File: config.mk
export PLATFORM = sky130hd
export DESIGN_NAME = button_conditioner
export DESIGN_NICKNAME = d
export VERILOG_FILES = /design/src/rtl/btn_pkg.sv /design/src/rtl/btn_channel_fsm.sv /design/src/rtl/button_conditioner.sv
export SDC_FILE = /design/constraint.sdc
export NUM_CORES = 1
export LEC_CHECK = 0
export ABC_AREA = 1
export BUFFER_PORTS_ARGS = -buffer_cell sky130_fd_sc_hd__buf_2
export CAP_MARGIN = 10
export CORE_MARGIN = 1
export CORE_UTILIZATION = 46
export CTS_BUF_LIST = sky130_fd_sc_hd__clkbuf_8
export CTS_CLUSTER_DIAMETER = 40
export DETAILED_ROUTE_END_ITERATION = 10
export GPL_TIMING_DRIVEN = 0
export PLACE_DENSITY = 0.61
export SLEW_MARGIN = 0
export SYNTH_ARGS = -nofsm -noshare
export SYNTH_HDL_FRONTEND = slang
export SYNTH_SLANG_ARGS = --single-unit
File: constraint.sdc
create_clock -name clk -period 2.1 [get_ports clk]
set_input_delay 0.21 -clock clk [delete_from_list [all_inputs] [get_ports clk]]
set_output_delay 0.21 -clock clk [all_outputs]
set_load 0.02 [all_outputs]
File: src/rtl/btn_pkg.sv
// Shared definitions for the push-button conditioner: per-channel state
// encodings and default timing constants for a 50 MHz system clock.
package btn_pkg;

  // Per-channel FSM state encodings
  localparam logic [1:0] StIdle     = 2'd0;
  localparam logic [1:0] StDebPress = 2'd1;
  localparam logic [1:0] StDown     = 2'd2;
  localparam logic [1:0] StDebRel   = 2'd3;

  // Defaults for a 50 MHz clock: 1 ms tick, 20 ms debounce, 1 s hold, 200 ms repeat
  localparam int unsigned DefTickDiv       = 50000;
  localparam int unsigned DefDebounceTicks = 20;
  localparam int unsigned DefHoldTicks     = 1000;
  localparam int unsigned DefRepeatTicks   = 200;

endpackage

File: src/rtl/btn_channel_fsm.sv
// One channel of the button conditioner: tick-based debounce FSM, press /
// release pulses, long-press hold detection and, when BTN_AUTOREPEAT_EN is
// defined, auto-repeat press pulses while held.
module btn_channel_fsm
  import btn_pkg::*;
#(
  parameter int unsigned DEBOUNCE_TICKS = DefDebounceTicks,
  parameter int unsigned HOLD_TICKS     = DefHoldTicks
`ifdef BTN_AUTOREPEAT_EN
  ,
  parameter int unsigned REPEAT_TICKS   = DefRepeatTicks
`endif
) (
  input  logic clk,
  input  logic reset,
  input  logic s_i,
  input  logic tick_i,
  output logic stable_o,
  output logic press_o,
  output logic release_o,
  output logic hold_o,
  output logic held_o
);

  localparam int unsigned CntW  = $clog2(DEBOUNCE_TICKS + 1);
  localparam int unsigned HcntW = $clog2(HOLD_TICKS + 1);

  logic [1:0]       state_q, state_d;
  logic [CntW-1:0]  cnt_q, cnt_d, cnt_inc;
  logic [HcntW-1:0] hcnt_q, hcnt_d, hcnt_inc;
  logic             held_q, held_d;
  logic             press_q, press_d;
  logic             release_q, release_d;
  logic             hold_q, hold_d;
  logic             deb_done;

`ifdef BTN_AUTOREPEAT_EN
  localparam int unsigned RepW = $clog2(REPEAT_TICKS + 1);
  logic [RepW-1:0] rcnt_q, rcnt_d, rcnt_inc;
`endif

  assign cnt_inc  = cnt_q + 1'b1;
  assign hcnt_inc = hcnt_q + 1'b1;
  // cnt is zero on entry to DEB_PRESS/DEB_REL, so this also covers DEBOUNCE_TICKS == 1
  assign deb_done = (cnt_inc == CntW'(DEBOUNCE_TICKS));

  // Next-state logic for debounce, hold and pulse generation
  always_comb begin
    state_d   = state_q;
    cnt_d     = cnt_q;
    hcnt_d    = hcnt_q;
    held_d    = held_q;
    press_d   = 1'b0;
    release_d = 1'b0;
    hold_d    = 1'b0;

    case (state_q)
      StIdle, StDebPress: begin
        if (!s_i) begin
          state_d = StIdle;
          cnt_d   = '0;
        end else if (tick_i) begin
          if (deb_done) begin
            state_d = StDown;
            cnt_d   = '0;
            press_d = 1'b1;
          end else begin
            state_d = StDebPress;
            cnt_d   = cnt_inc;
          end
        end
      end
      StDown, StDebRel: begin
        if (s_i) begin
          // A release bounce returns to DOWN with hcnt/held untouched
          state_d = StDown;
          cnt_d   = '0;
          if (tick_i && (state_q == StDown) && (hcnt_q != HcntW'(HOLD_TICKS))) begin
            hcnt_d = hcnt_inc;
            if (hcnt_inc == HcntW'(HOLD_TICKS)) begin
              hold_d = 1'b1;
              held_d = 1'b1;
            end
          end
        end else if (tick_i) begin
          if (deb_done) begin
            state_d   = StIdle;
            cnt_d     = '0;
            hcnt_d    = '0;
            held_d    = 1'b0;
            release_d = 1'b1;
          end else begin
            state_d = StDebRel;
            cnt_d   = cnt_inc;
          end
        end
      end
      default: begin
        state_d = StIdle;
        cnt_d   = '0;
        hcnt_d  = '0;
        held_d  = 1'b0;
      end
    endcase

`ifdef BTN_AUTOREPEAT_EN
    // Repeat phase starts at the hold pulse; no repeat on the releasing tick
    rcnt_d   = rcnt_q;
    rcnt_inc = rcnt_q + 1'b1;
    if (state_d == StIdle) begin
      rcnt_d = '0;
    end else if (held_q && tick_i) begin
      if (rcnt_inc == RepW'(REPEAT_TICKS)) begin
        rcnt_d  = '0;
        press_d = 1'b1;
      end else begin
        rcnt_d = rcnt_inc;
      end
    end
`endif
  end

  // State, counter and pulse registers
  always_ff @(posedge clk) begin
    if (reset) begin
      state_q   <= StIdle;
      cnt_q     <= '0;
      hcnt_q    <= '0;
      held_q    <= 1'b0;
      press_q   <= 1'b0;
      release_q <= 1'b0;
      hold_q    <= 1'b0;
`ifdef BTN_AUTOREPEAT_EN
      rcnt_q    <= '0;
`endif
    end else begin
      state_q   <= state_d;
      cnt_q     <= cnt_d;
      hcnt_q    <= hcnt_d;
      held_q    <= held_d;
      press_q   <= press_d;
      release_q <= release_d;
      hold_q    <= hold_d;
`ifdef BTN_AUTOREPEAT_EN
      rcnt_q    <= rcnt_d;
`endif
    end
  end

  assign stable_o  = (state_q == StDown) || (state_q == StDebRel);
  assign press_o   = press_q;
  assign release_o = release_q;
  assign hold_o    = hold_q;
  assign held_o    = held_q;

endmodule

File: src/rtl/button_conditioner.sv
// N-channel push-button front end: 2-flop synchroniser with optional
// inversion, shared debounce-tick prescaler and one btn_channel_fsm per input.
// Define BTN_AUTOREPEAT_EN to enable auto-repeat press pulses while held.
module button_conditioner
  import btn_pkg::*;
#(
  parameter int unsigned CHANNELS       = 4,
  parameter bit          ACTIVE_LOW     = 1'b1,
  parameter int unsigned TICK_DIV       = DefTickDiv,
  parameter int unsigned DEBOUNCE_TICKS = DefDebounceTicks,
  parameter int unsigned HOLD_TICKS     = DefHoldTicks,
  parameter int unsigned REPEAT_TICKS   = DefRepeatTicks
) (
  input  logic                clk,
  input  logic                reset,
  input  logic [CHANNELS-1:0] raw_in,
  output logic [CHANNELS-1:0] stable,
  output logic [CHANNELS-1:0] press,
  output logic [CHANNELS-1:0] release_p,
  output logic [CHANNELS-1:0] hold,
  output logic [CHANNELS-1:0] held,
  output logic                tick
);

  localparam int unsigned PreW = (TICK_DIV > 1) ? $clog2(TICK_DIV) : 1;
  // Released pin level, so s reads 0 straight out of reset
  localparam logic [CHANNELS-1:0] IdleLevel = ACTIVE_LOW ? '1 : '0;

  logic [CHANNELS-1:0] meta_q, sync_q, s;
  logic [PreW-1:0]     pre_q, pre_d;

  // Two-flop synchroniser for the asynchronous pins
  always_ff @(posedge clk) begin
    if (reset) begin
      meta_q <= IdleLevel;
      sync_q <= IdleLevel;
    end else begin
      meta_q <= raw_in;
      sync_q <= meta_q;
    end
  end

  assign s = ACTIVE_LOW ? ~sync_q : sync_q;

  // Prescaler wrap and tick strobe
  always_comb begin
    tick  = (pre_q == PreW'(TICK_DIV - 1));
    pre_d = tick ? '0 : pre_q + 1'b1;
  end

  // Prescaler counter
  always_ff @(posedge clk) begin
    if (reset) begin
      pre_q <= '0;
    end else begin
      pre_q <= pre_d;
    end
  end

`ifndef BTN_AUTOREPEAT_EN
  // REPEAT_TICKS has no effect without auto-repeat; referenced only to elaborate it
  if (REPEAT_TICKS == 0) begin : g_repeat_unused
  end
`endif

  for (genvar i = 0; i < CHANNELS; i++) begin : g_ch
    btn_channel_fsm #(
      .DEBOUNCE_TICKS(DEBOUNCE_TICKS),
      .HOLD_TICKS    (HOLD_TICKS)
`ifdef BTN_AUTOREPEAT_EN
      ,
      .REPEAT_TICKS  (REPEAT_TICKS)
`endif
    ) u_fsm (
      .clk      (clk),
      .reset    (reset),
      .s_i      (s[i]),
      .tick_i   (tick),
      .stable_o (stable[i]),
      .press_o  (press[i]),
      .release_o(release_p[i]),
      .hold_o   (hold[i]),
      .held_o   (held[i])
    );
  end

endmodule

==> impl_metrics.py <==
metrics = {
    "power_and_ir_drop": {
        "ir_drop_mv": 0.3252,
        "p_leak_nw": 2.600,
        "p_per_area_nw_per_um2": 550.2,
    },
    "run_status": {
        "status": "complete, no violations",
    },
    "die": {
        "dieHeight_um": 112.9,
        "core-area_um2": 12010,
        "die_w_um": 112.9,
        "dieArea_um2": 12760,
        "start_util_pct": 47.14,
        "pin_count": 27,
        "row_count": 40,
    },
    "route": {
        "firstDrtPassIters": 4,
        "wl_met1_mm": 6.046,
        "ant_nets": 0,
        "via_per_inst": 5.107,
        "drc": 0,
        "met3_length_um": 367,
        "top_layer": "met4",
        "num_vias": 5153,
        "route.met2.wl_mm": 5.829,
        "routed_wl_mm": 12.45,
        "wl_per_cell_um": 12.34,
        "drt_iter0_drc": 251,
    },
    "yosys": {
        "netlist_area_um2": 5662,
        "synthDistinctLibCells": 43,
        "ys.flop_type": "dfxtp_1",
        "yosys_warnings": 0,
        "synth.most_common_cell": "nand2_1",
        "syn_nets": 833,
        "syn_inst": 814,
        "synth_top_area_share_pct": 38.19,
        "ys_seq_area_share_pct": 38.19,
        "synth-async-reset-ratio_pct": 0,
        "syn_area_per_cell_um2": 6.955,
        "synthTopCellsByArea": "dfxtp_1 (38%), nand2_1 (13%), nor2_1 (6.3%), nand3_1 (6.3%), inv_1 (6.0%)",
        "yosys_register_bits": 108,
        "synth_top_cell_by_area": "dfxtp_1",
        "synthTopCellsByCount": "nand2_1 (200), dfxtp_1 (108), nor2_1 (95), inv_1 (91), nand3_1 (71)",
        "synth-edff-count": 0,
    },
    "clock_network": {
        "clk_pin_slew_ns": 0.10,
        "cts.sinks": 108,
        "cts_tree": "built",
        "cts_made_buffers": 9,
        "clkLatencyLatePin_ns": 0.38,
        "clockRootBuffer": "clkbuf_8",
        "htree_levels": 3,
        "clockBufferDepth": 2,
    },
    "critical_path": {
        "worstPathArrival_ns": 1.74,
        "worst_setup_path_end_kind": "output pin",
        "r2r_setup_slack_ns": 0.22,
        "crit_required_ns": 1.89,
        "path_buf_inv": 4,
        "worstSetupPathDepth": 9,
        "r2r_end": "g_ch[0].u_fsm.hcnt_q[0]$_SDFFE_PP0P_",
        "crit_fanout": 10,
        "rr_startpoint": "pre_q[0]$_SDFF_PP0_",
        "cp_slowest_cell": "dfxtp_2",
        "crit_chain": "ha_1, nand2_1, inv_2, nand2_2, nor2_4, inv_2, nor2_4, buf_12, buf_4",
        "critical_path_class": "reg -> out",
        "critPathTopFamily": "buffers and inverters",
        "start_kind": "flip-flop",
        "reg2reg_depth": 14,
        "slowest_delay_ns": 0.35,
    },
    "global_route": {
        "grt_max_degree": 20,
        "antenna_found_initial": 0,
        "grt_pass1_wl_mm": 20.96,
        "globalRouteOverflowTotal": 0,
        "grt_pass1_vias": 4583,
        "track_usage_pct": 20.56,
    },
    "min_path": {
        "whs_endpoint": "meta_q[2]$_SDFF_PP1_",
        "hold_path_depth": 2,
        "min-delay-start": "raw_in[2]",
        "hold_path_class": "in -> reg",
    },
    "sta": {
        "grt_setup_unrepaired": "no",
        "fin_crit_ns": 1.947,
        "final.setup.tns_ns": 0,
        "relSlewSlack_pct": 52.41,
        "fmax_mhz": 513.5,
        "hold_violations": 0,
        "drv_slew": 0,
        "setup_violations": 0,
        "finalCritPeriodShare_pct": 92.73,
        "fin_skew_ns": 0.006440,
        "worst_pin_slew_ns": 0.7138,
    },
    "final_layout": {
        "stdcell_area_um2": 6248,
        "layout-drive-gt1-share_pct": 13.92,
        "layoutNonFillerInstCount": 1009,
        "final_util_pct": 52.02,
        "diodes": 0,
        "layout.nets": 876,
        "syn2layout_area_growth_pct": 10.36,
    },
    "placement": {
        "gp_congestion": 0.8613,
        "io_buffer_count": 26,
        "dpl.hpwl_mm": 9.013,
        "place_area_um2": 5976,
        "dpl.cell_count": 987,
    },
    "run": {
        "drv_cap": 0,
    },
}
## worst register-to-register path: cells and delay by family (launching register included)
kind | cells | cell delay, ns
AO/OA/AOI/OAI | 1 | 0.15
adder cells (fa/ha/maj) | 1 | 0.16
buffers and inverters | 5 | 0.48
flip-flops | 1 | 0.35
AND/OR/NAND/NOR | 7 | 0.68
## cells in the final DEF, fill, tap and decap left out, types with 5 or more instances in the layout
master / n
nor2_2: 6
or2_2: 10
o21ai_0: 40
xor2_1: 12
clkbuf_8: 13
dfxtp_1: 107
clkbuf_1: 10
inv_1: 91
nand4_1: 17
nand2_1: 200
nor2_1: 95
nand2_2: 6
buf_2: 29
xnor2_1: 6
nor3_1: 17
inv_2: 6
buf_4: 24
nand3b_1: 6
a21oi_1: 35
ha_1: 13
nand3_1: 71
nand3_2: 5
## kinds of logic after synthesis
logic type / share of synthesized area (%)
simple gates: 36.91
buf+inv: 10.72
flops: 38.19
compound gates: 8.531
xor+xnor: 2.785
fa+ha+maj: 2.873
## flip-flops by register name (all words and copies together), names as in the netlist, 8 cells and up
name,flops
g_ch.u_fsm.state_q,8
pre_q,16
g_ch.u_fsm.cnt_q,20
g_ch.u_fsm.hcnt_q,40
## how the worst max path moves through the flow
stage	startpoint	to
2_1_floorplan	pre_q[0]$_SDFF_PP0_	g_ch[1].u_fsm.hcnt_q[0]$_SDFFE_PP0P_
3_3_place_gp	pre_q[0]$_SDFF_PP0_	g_ch[1].u_fsm.hcnt_q[0]$_SDFFE_PP0P_
3_5_place_dp	pre_q[0]$_SDFF_PP0_	g_ch[1].u_fsm.hcnt_q[0]$_SDFFE_PP0P_
4_1_cts	pre_q[0]$_SDFF_PP0_	tick
5_1_grt	pre_q[0]$_SDFF_PP0_	tick
6_report	pre_q[0]$_SDFF_PP0_	tick
## area by class of cell
| cell class | count | area (um^2) |
|---|---|---|
| Fill cell | 1224 | 5763 |
| Multi-Input combinational cell | 571 | 2893 |
| Sequential cell | 108 | 2163 |
| Inverter | 99 | 372.9 |
| Buffer | 35 | 227.7 |
| Timing Repair Buffer | 33 | 210.2 |
| Tap cell | 147 | 183.9 |
| Clock buffer | 13 | 178.9 |
| Clock inverter | 3 | 18.77 |
## layer usage
metal,vias to the layer above,global-route usage [%]
met5,-,0
met4,0,8.684
met3,15,2.732
met2,89,34.53
met1,2370,26.65
li1,2679,-
## power breakdown
| part | switching (mW) | internal (mW) | leakage [nW] |
|---|---|---|---|
| Clock | 0.724 | 0.561 | 0.105 |
| Sequential | 0.00884 | 2.06 | 0.872 |
| Combinational | 0.0608 | 0.0251 | 1.62 |
## what timing repair did
action,in CTS,in global routing
gates resized for setup,2,1
setup endpoints to repair,1,2
hold buffers,3,0
gates cloned,0,1
hold endpoints to repair,3,0
pin swaps,0,1
buffers inserted,0,3
## through the flow
stage               hold WS, ns  setup slack (ns)  total power, mW
floorplan                0.3138            0.4896            2.163
detailed placement       0.3937            0.2282            2.197
CTS                    0.009040           0.04970            3.487
global route           0.009912           0.01293            3.560
finish                  0.02224            0.1527            3.438
global placement         0.3927            0.2699            2.195
Power figures use the tool's default switching activity.
